**config.mk**
```make
export PLATFORM = sky130hd
export DESIGN_NAME = scan_pair_array_flat
export DESIGN_NICKNAME = d
export VERILOG_FILES = /design/src/rtl/scan_pair_array_if.sv /design/src/rtl/scan_pair_array.sv /design/src/flat_wrapper.sv
export SDC_FILE = /design/constraint.sdc
export NUM_CORES = 1
export LEC_CHECK = 0
export CAP_MARGIN = 15
export CELL_PAD_IN_SITES_DETAIL_PLACEMENT = 1
export CELL_PAD_IN_SITES_GLOBAL_PLACEMENT = 1
export CORE_AREA = 2 2 41 43
export CTS_CLUSTER_DIAMETER = 60
export DETAILED_ROUTE_END_ITERATION = 7
export DIE_AREA = 0 0 43 45
export GPL_TIMING_DRIVEN = 0
export PLACE_DENSITY_LB_ADDON = 0.1
export SYNTH_ARGS = -nofsm -noshare
export SYNTH_HDL_FRONTEND = slang
export SYNTH_SLANG_ARGS = --single-unit
```
**constraint.sdc**
```tcl
create_clock -name clk -period 1.5 [get_ports clk]
set_input_delay 0.3 -clock clk [delete_from_list [all_inputs] [get_ports clk]]
set_output_delay 0.3 -clock clk [all_outputs]
set_load 0.01 [all_outputs]
```
**src/rtl/scan_pair_array_if.sv**
```systemverilog
// scan_pair_array_if: functional, scan and test-controller signals of one scan_pair_array
//   master: drives a, scan_en, scan_in, test_start; observes k, scan_out, busy, done
//   slave : the array side of the same bundle
interface scan_pair_array_if #(
  parameter int PAIRS  = 2,
  parameter int CHAINS = 2
);
  logic [PAIRS-1:0]  a;
  logic              scan_en;
  logic [CHAINS-1:0] scan_in;
  logic              test_start;
  logic [PAIRS-1:0]  k;
  logic [CHAINS-1:0] scan_out;
  logic              busy;
  logic              done;
  modport master (output a, scan_en, scan_in, test_start, input k, scan_out, busy, done);
  modport slave  (input a, scan_en, scan_in, test_start, output k, scan_out, busy, done);
endinterface

```
**src/rtl/scan_pair_array.sv**
```systemverilog
// scan_pair_array: array of two-flop cells on scan chains with an automatic load/capture/unload controller
//   clk   : clock, all state updates on posedge
//   reset : synchronous active-high reset
//   bus   : a/k functional path, scan_en/scan_in/scan_out serial access,
//           test_start/busy/done automatic test sequence control
module scan_pair_array #(
  parameter int PAIRS  = 2,
  parameter int CHAINS = 2
) (
  input logic            clk,
  input logic            reset,
  scan_pair_array_if.slave bus
);
  localparam int WIDTH = 2 * PAIRS;
  localparam int L     = WIDTH / CHAINS;
  localparam int CW    = $clog2(L) + 1;
  if (WIDTH % CHAINS != 0) begin : g_bad_chains
    $error("scan_pair_array: 2*PAIRS must be a multiple of CHAINS");
  end
  typedef enum logic [1:0] {IDLE, SHIFT_IN, CAPTURE, SHIFT_OUT} state_t;
  state_t state, state_n;
  logic [CW-1:0] cnt, cnt_n;
  logic done_n, sh_en, last;
  logic [WIDTH-1:0] s, s_func, s_shift;
  logic [PAIRS-1:0] d;
  // the controller owns the shift enable while a sequence is running
  assign sh_en = state == IDLE ? bus.scan_en : state != CAPTURE;
  assign last  = cnt == CW'(L - 1);
  assign bus.busy = state != IDLE;
  assign bus.k    = sh_en ? '0 : d & ~bus.a;
  for (genvar p = 0; p < PAIRS; p++) begin : g_cell
    assign d[p]           = s[2*p] | s[2*p+1];
    assign s_func[2*p]    = bus.a[p] & d[p];
    assign s_func[2*p+1]  = ~d[p];
  end
  for (genvar c = 0; c < CHAINS; c++) begin : g_chain
    assign bus.scan_out[c] = s[c*L+L-1];
    assign s_shift[c*L]    = bus.scan_in[c];
    for (genvar j = 1; j < L; j++) begin : g_link
      assign s_shift[c*L+j] = s[c*L+j-1];
    end
  end
  always_comb begin
    state_n = state;
    cnt_n   = cnt;
    done_n  = 1'b0;
    case (state)
      IDLE:      if (bus.test_start) begin
                   state_n = SHIFT_IN;
                   cnt_n   = '0;
                 end
      SHIFT_IN:  begin
                   state_n = last ? CAPTURE : SHIFT_IN;
                   cnt_n   = last ? '0 : cnt + CW'(1);
                 end
      CAPTURE:   state_n = SHIFT_OUT;
      SHIFT_OUT: begin
                   state_n = last ? IDLE : SHIFT_OUT;
                   cnt_n   = last ? '0 : cnt + CW'(1);
                   done_n  = last;
                 end
      default:   state_n = IDLE;
    endcase
  end
  always_ff @(posedge clk) begin
    if (reset) begin
      state    <= IDLE;
      cnt      <= '0;
      bus.done <= 1'b0;
      s        <= '0;
    end else begin
      state    <= state_n;
      cnt      <= cnt_n;
      bus.done <= done_n;
      s        <= sh_en ? s_shift : s_func;
    end
  end
endmodule

```
**src/flat_wrapper.sv**
```systemverilog
// flat-port wrapper written by rule: the top's interface ports become plain ports
module scan_pair_array_flat 
#(
  parameter int PAIRS  = 2,
  parameter int CHAINS = 2
)
  (clk, reset, bus_a, bus_scan_en, bus_scan_in, bus_test_start, bus_k, bus_scan_out, bus_busy, bus_done);
  scan_pair_array_if #(.PAIRS(PAIRS), .CHAINS(CHAINS)) bus_i ();
  input logic clk;
  input logic reset;
  input wire logic [$bits(bus_i.a)-1:0] bus_a;
  input wire logic [$bits(bus_i.scan_en)-1:0] bus_scan_en;
  input wire logic [$bits(bus_i.scan_in)-1:0] bus_scan_in;
  input wire logic [$bits(bus_i.test_start)-1:0] bus_test_start;
  output wire logic [$bits(bus_i.k)-1:0] bus_k;
  output wire logic [$bits(bus_i.scan_out)-1:0] bus_scan_out;
  output wire logic [$bits(bus_i.busy)-1:0] bus_busy;
  output wire logic [$bits(bus_i.done)-1:0] bus_done;
  assign bus_i.a = bus_a;
  assign bus_i.scan_en = bus_scan_en;
  assign bus_i.scan_in = bus_scan_in;
  assign bus_i.test_start = bus_test_start;
  assign bus_k = bus_i.k;
  assign bus_scan_out = bus_i.scan_out;
  assign bus_busy = bus_i.busy;
  assign bus_done = bus_i.done;
  scan_pair_array #(.PAIRS(PAIRS), .CHAINS(CHAINS)) u_core (.clk(clk), .reset(reset), .bus(bus_i));
endmodule
```
== Word level (Yosys, flattened, before mapping) ==
Index checks and enable logic that the tools add are counted.
Word-level totals
  bits in registers: 9
  input port bits: 8
  output and inout bits: 6
  logic and storage cells: 36
Operators by class
  $add $sub $neg: 1
  equality and inequality tests: 6
  muxes and demuxes: 10
  bitwise operators: 9
  reductions and logical operators: 6
Operator list (count)
  2-bit 2-to-1 mux: 6
  2-bit one-hot mux with 4 select lines: 1
  2-bit by 1-bit == test with 1-bit output, second input constant: 2
  2-bit == test, second input constant: 2
  4-bit 2-to-1 mux: 1
  2-bit != test, second input constant: 2
  2-bit one-hot mux with 2 select lines: 1
  2-bit nonzero test: 2
  2-bit OR reduction: 2
  1-bit inverter: 3
  2-bit by 1-bit adder with 2-bit output, second input constant: 1
  1-bit bitwise AND: 2
  2-bit bitwise AND: 1
  2-bit logical NOT: 1
  2-bit inverter: 1
  1-bit OR: 2
  2-bit AND reduction: 1
  1-bit 2-to-1 mux: 1

== Logic depth before layout (Yosys ltp) ==
  word-level depth: 4
  mapped depth: 4
  mapped depth without buffers: 3

== Least setup slack after synthesis ==
OpenSTA, ideal clock, no wires.
  path type: reg-to-output
  from: register u_core.state[0]
  to: output bus_k[0]
  arrival: 964 ps
  data required time: 1200 ps
  slack: 236 ps
  cell stages (with the launch flop): 3
  buffers on the path: 1
  cell sequence: dfxtp_1 -> clkbuf_1 -> nor4_1
Between the ends
  word-level cells in the longest chain between the ends: 3
  elaborated cells on any way between the ends: 4
  classes of those cells: 1 x eq/ne; 2 x mux; 1 x reduce/logical
Ends and longest elaborated chain
  from (decl): line scan_pair_array.sv:21  | state_t state, state_n;
  from (signal assigned): line scan_pair_array.sv:72  | state <= state_n;
  2-bit != test or 2-bit logical NOT (tied branches): line scan_pair_array.sv:27  | assign sh_en = state == IDLE ? bus.scan_en : state != CAPTURE;
  1-bit 2-to-1 mux (*): line scan_pair_array.sv:27
  2-bit 2-to-1 mux (*): line scan_pair_array.sv:30  | assign bus.k = sh_en ? '0 : d & ~bus.a;
  to (decl): line flat_wrapper.sv:15  | output wire logic [$bits(bus_i.k)-1:0] bus_k;
Every way passes the cells marked *; elsewhere a longest branch is shown, timed or not.

== Final worst setup path ==
  from: input bus_a[1]
  to: output bus_k[1]
Between the ends
  word-level cells in the longest chain between the ends: 3
Ends and longest elaborated chain
  from (decl): line flat_wrapper.sv:11  | input wire logic [$bits(bus_i.a)-1:0] bus_a;
  2-bit inverter: line scan_pair_array.sv:30
  2-bit bitwise AND: line scan_pair_array.sv:30
  2-bit 2-to-1 mux: line scan_pair_array.sv:30
Every way passes these cells.

==> impl_metrics.yaml <==
layout:
  antenna_cells: 0
  drive_above_1_share_pct: 29.69
  fin_nets: 73
  stdcell_area_um2: 643.1
  stdcell_count: 80
  syn_to_final_growth_pct: 59.13
die:
  start_util_pct: 27.47
  core_mm2: 0.001471
  die_h_um: 45
  ios: 14
  rows: 14
  dieArea_mm2: 0.001935
  die_x_um: 43
detailed_routing:
  ant_nets: 0
  drt_iter0_markers: 2
  vias_per_cell: 5.025
  drtPass1Iterations: 2
  num_vias: 402
  drc: 0
  wirelength_um: 958
  wl_per_cell_um: 11.98
sta:
  skew_ns: 0.002982
  finalSetupViolCount: 0
  worst_slack_ns: 0.06688
  layout_min_cycle_time_ns: 1.433
  worstMarginPinSlew_ns: 0.4182
  fin_tns_setup_ns: 0
  timing.fmax_mhz: 697.8
  slew_violations: 0
  finalHoldViolCount: 0
  rsz0062_at_grt: "false"
  slew_headroom_pct: 72.12
  min_period_over_period_pct: 95.54
logic_synthesis:
  synth_top_area_cell: "dfxtp_1"
  syn_area_per_cell_um2: 8.981
  synth_warnings: 0
  syn_inst: 45
  netlist_top_cells_area: "dfxtp_1 (45%), a21oi_1 (6.2%), or4b_1 (5.0%), o21ai_0 (3.7%), o21ai_1 (3.7%)"
  synth_top_area_share_pct: 44.58
  yosysMostFrequentCell: "dfxtp_1"
  yosys_most_used_dff: "dfxtp_1"
  synth.distinct_cells: 20
  seq_area_frac_synth_pct: 44.58
  synth_enable_flop_cells: 0
  syn_nets: 53
  synth_area_um2: 404.1
  async_reset_ff_share_pct: 0
  ys_top_cells_by_count: "dfxtp_1 (9), a21oi_1 (5), nor2_1 (4)"
  synth_seq_cells: 9
pwr:
  p_leak_nw: 0.2603
  seqPwrFrac_pct: 45.8
  total_power_w: 0.0005929
  cellPowerDensity_mw_per_mm2: 921.9
  power_switching_w: 0.0001574
  p_int_w: 0.0004355
  swShare_pct: 26.55
  power_frac_clock_pct: 31.3
  combPwrFrac_pct: 22.8
  peakVddDrop_mv: 0.3758
worst_setup_path:
  start_kind: "primary input"
  cp_data_required_time_ns: 1.20
  slowest_stage: "clkdlybuf4s50_1"
  path_cells: "clkdlybuf4s50_1 > nor4_4 > buf_2"
  cp_top_family: "buffers and inverters"
  cp.arrival_ns: 1.13
  worstSetupPathType: "in -> out"
  max_stage_delay_ns: 0.46
  crit_fanout: 2
  crit_buf_inv: 2
  endpoint_kind: "output port"
placement:
  placed_area_um2: 544.3
  place_congestion: 0.6046
  place_inst: 73
  hpwl_um: 631.3
  portBuffers: 12
  place_ws_ns: -0.5935
clock_tree:
  cts_buffers: 3
  clk_latency_ns: 0.26
  cts.clk_slew.worst_paths_ns: 0.06
  cts_max_level: 1
  cts_sinks: 9
  cts.hold.buffers_added: 0
  clock_path_buffers: 2
  cts_tree: "yes"
  root_buffer: "clkbuf_4"
global_route:
  grt_usage_pct: 10.79
  grt_pass1_vias: 357
  grt_remaining_overflow: 0
  grt_pass1_wl_mm: 1.531
  antenna_found_initial: 0
  grt_max_degree: 11
hold_path:
  hold_path_class: "in -> reg"
run:
  cap_violations: 0
status:
  status: "finished, final reports clean"
power by group through the flow:
stage / Clock (W) / Combinational [W] / Sequential [W]
final: 0.000186 / 0.000135 / 0.000272
after global routing: 0.000216 / 0.000149 / 0.000275
after CTS: 0.000198 / 0.000125 / 0.000271
after detailed placement: 0 / 0.000112 / 0.000274
after global placement: 0 / 0.000112 / 0.000274
after floorplan: 0 / 0.0000649 / 0.000270
path summary, 6_finish.rpt:
check | from | end | slack, ns | cells past startpoint
max reg2reg | u_core.state[1] | u_core.s[2] | 0.18 | 4
min | reset | u_core.state[1] | 0.41 | 2
max | bus_a[1] | bus_k[1] | 0.07 | 3
min reg2reg | u_core.cnt[1] | u_core.cnt[1] | 0.47 | 1
cells by family after synthesis:
kind of cell           count (synthesis)  share of synthesized area (%)
AO/OA/AOI/OAI                         11                          13.62
buffers and inverters                  5                          8.356
XOR/XNOR                               1                          2.168
AND/OR/NAND/NOR                       19                          31.27
flip-flops                             9                          44.58
cells in the final DEF (no fill, tap or decap), drive strengths merged:
cell / synthesis / layout
nor2b: 1 / 1
dlymetal6s2s: 0 / 1
nor2: 4 / 4
clkdlybuf4s50: 0 / 5
nand2b: 2 / 2
xor2: 1 / 1
dlygate4sd2: 0 / 3
a21oi: 5 / 5
or4: 2 / 2
nor3b: 2 / 2
clkbuf: 1 / 5
nand2: 1 / 1
buf: 4 / 9
nand3b: 2 / 2
or2: 1 / 1
nor4: 2 / 2
or4b: 2 / 2
clkdlybuf4s15: 0 / 1
dfxtp: 9 / 9
o21ai: 6 / 6
sequential cells by signal, indices dropped and copies added (netlist names):
register and cells:
u_core.state 2, u_core.cnt 2, u_core.s 4, u_core.bus.done 1
cell type report:
cell class                      count  area (µm²)
Buffer                              4       43.79
Clock buffer                        4       26.28
Fill cell                         173       828.3
Multi-Input combinational cell     31       227.7
Sequential cell                     9       186.4
Tap cell                           16       20.02
Timing Repair Buffer               16       138.9
per-layer routing:
metal	vias to the layer above	global-route usage, %	wire [µm]
met5	-	0	0
met4	0	7.273	12
met3	2	2.400	58
met2	12	16.97	453
met1	189	13.30	433
li1	199	-	-
per-stage QoR:
step,utilization [%],hold WS [ns]
2_1_floorplan,-,0.4486
3_3_place_gp,36.99,0.4570
3_5_place_dp,36.99,0.4671
4_1_cts,41.75,0.4279
5_1_grt,43.71,0.4500
6_report,43.71,0.4147
timing repair:
item,CTS,global route
setup buffers,2,2
endpoints found under the setup margin,5,3
gates resized for setup,26,4
gates cloned,0,0
pin swaps,2,1
Power figures use the tool's default switching activity.
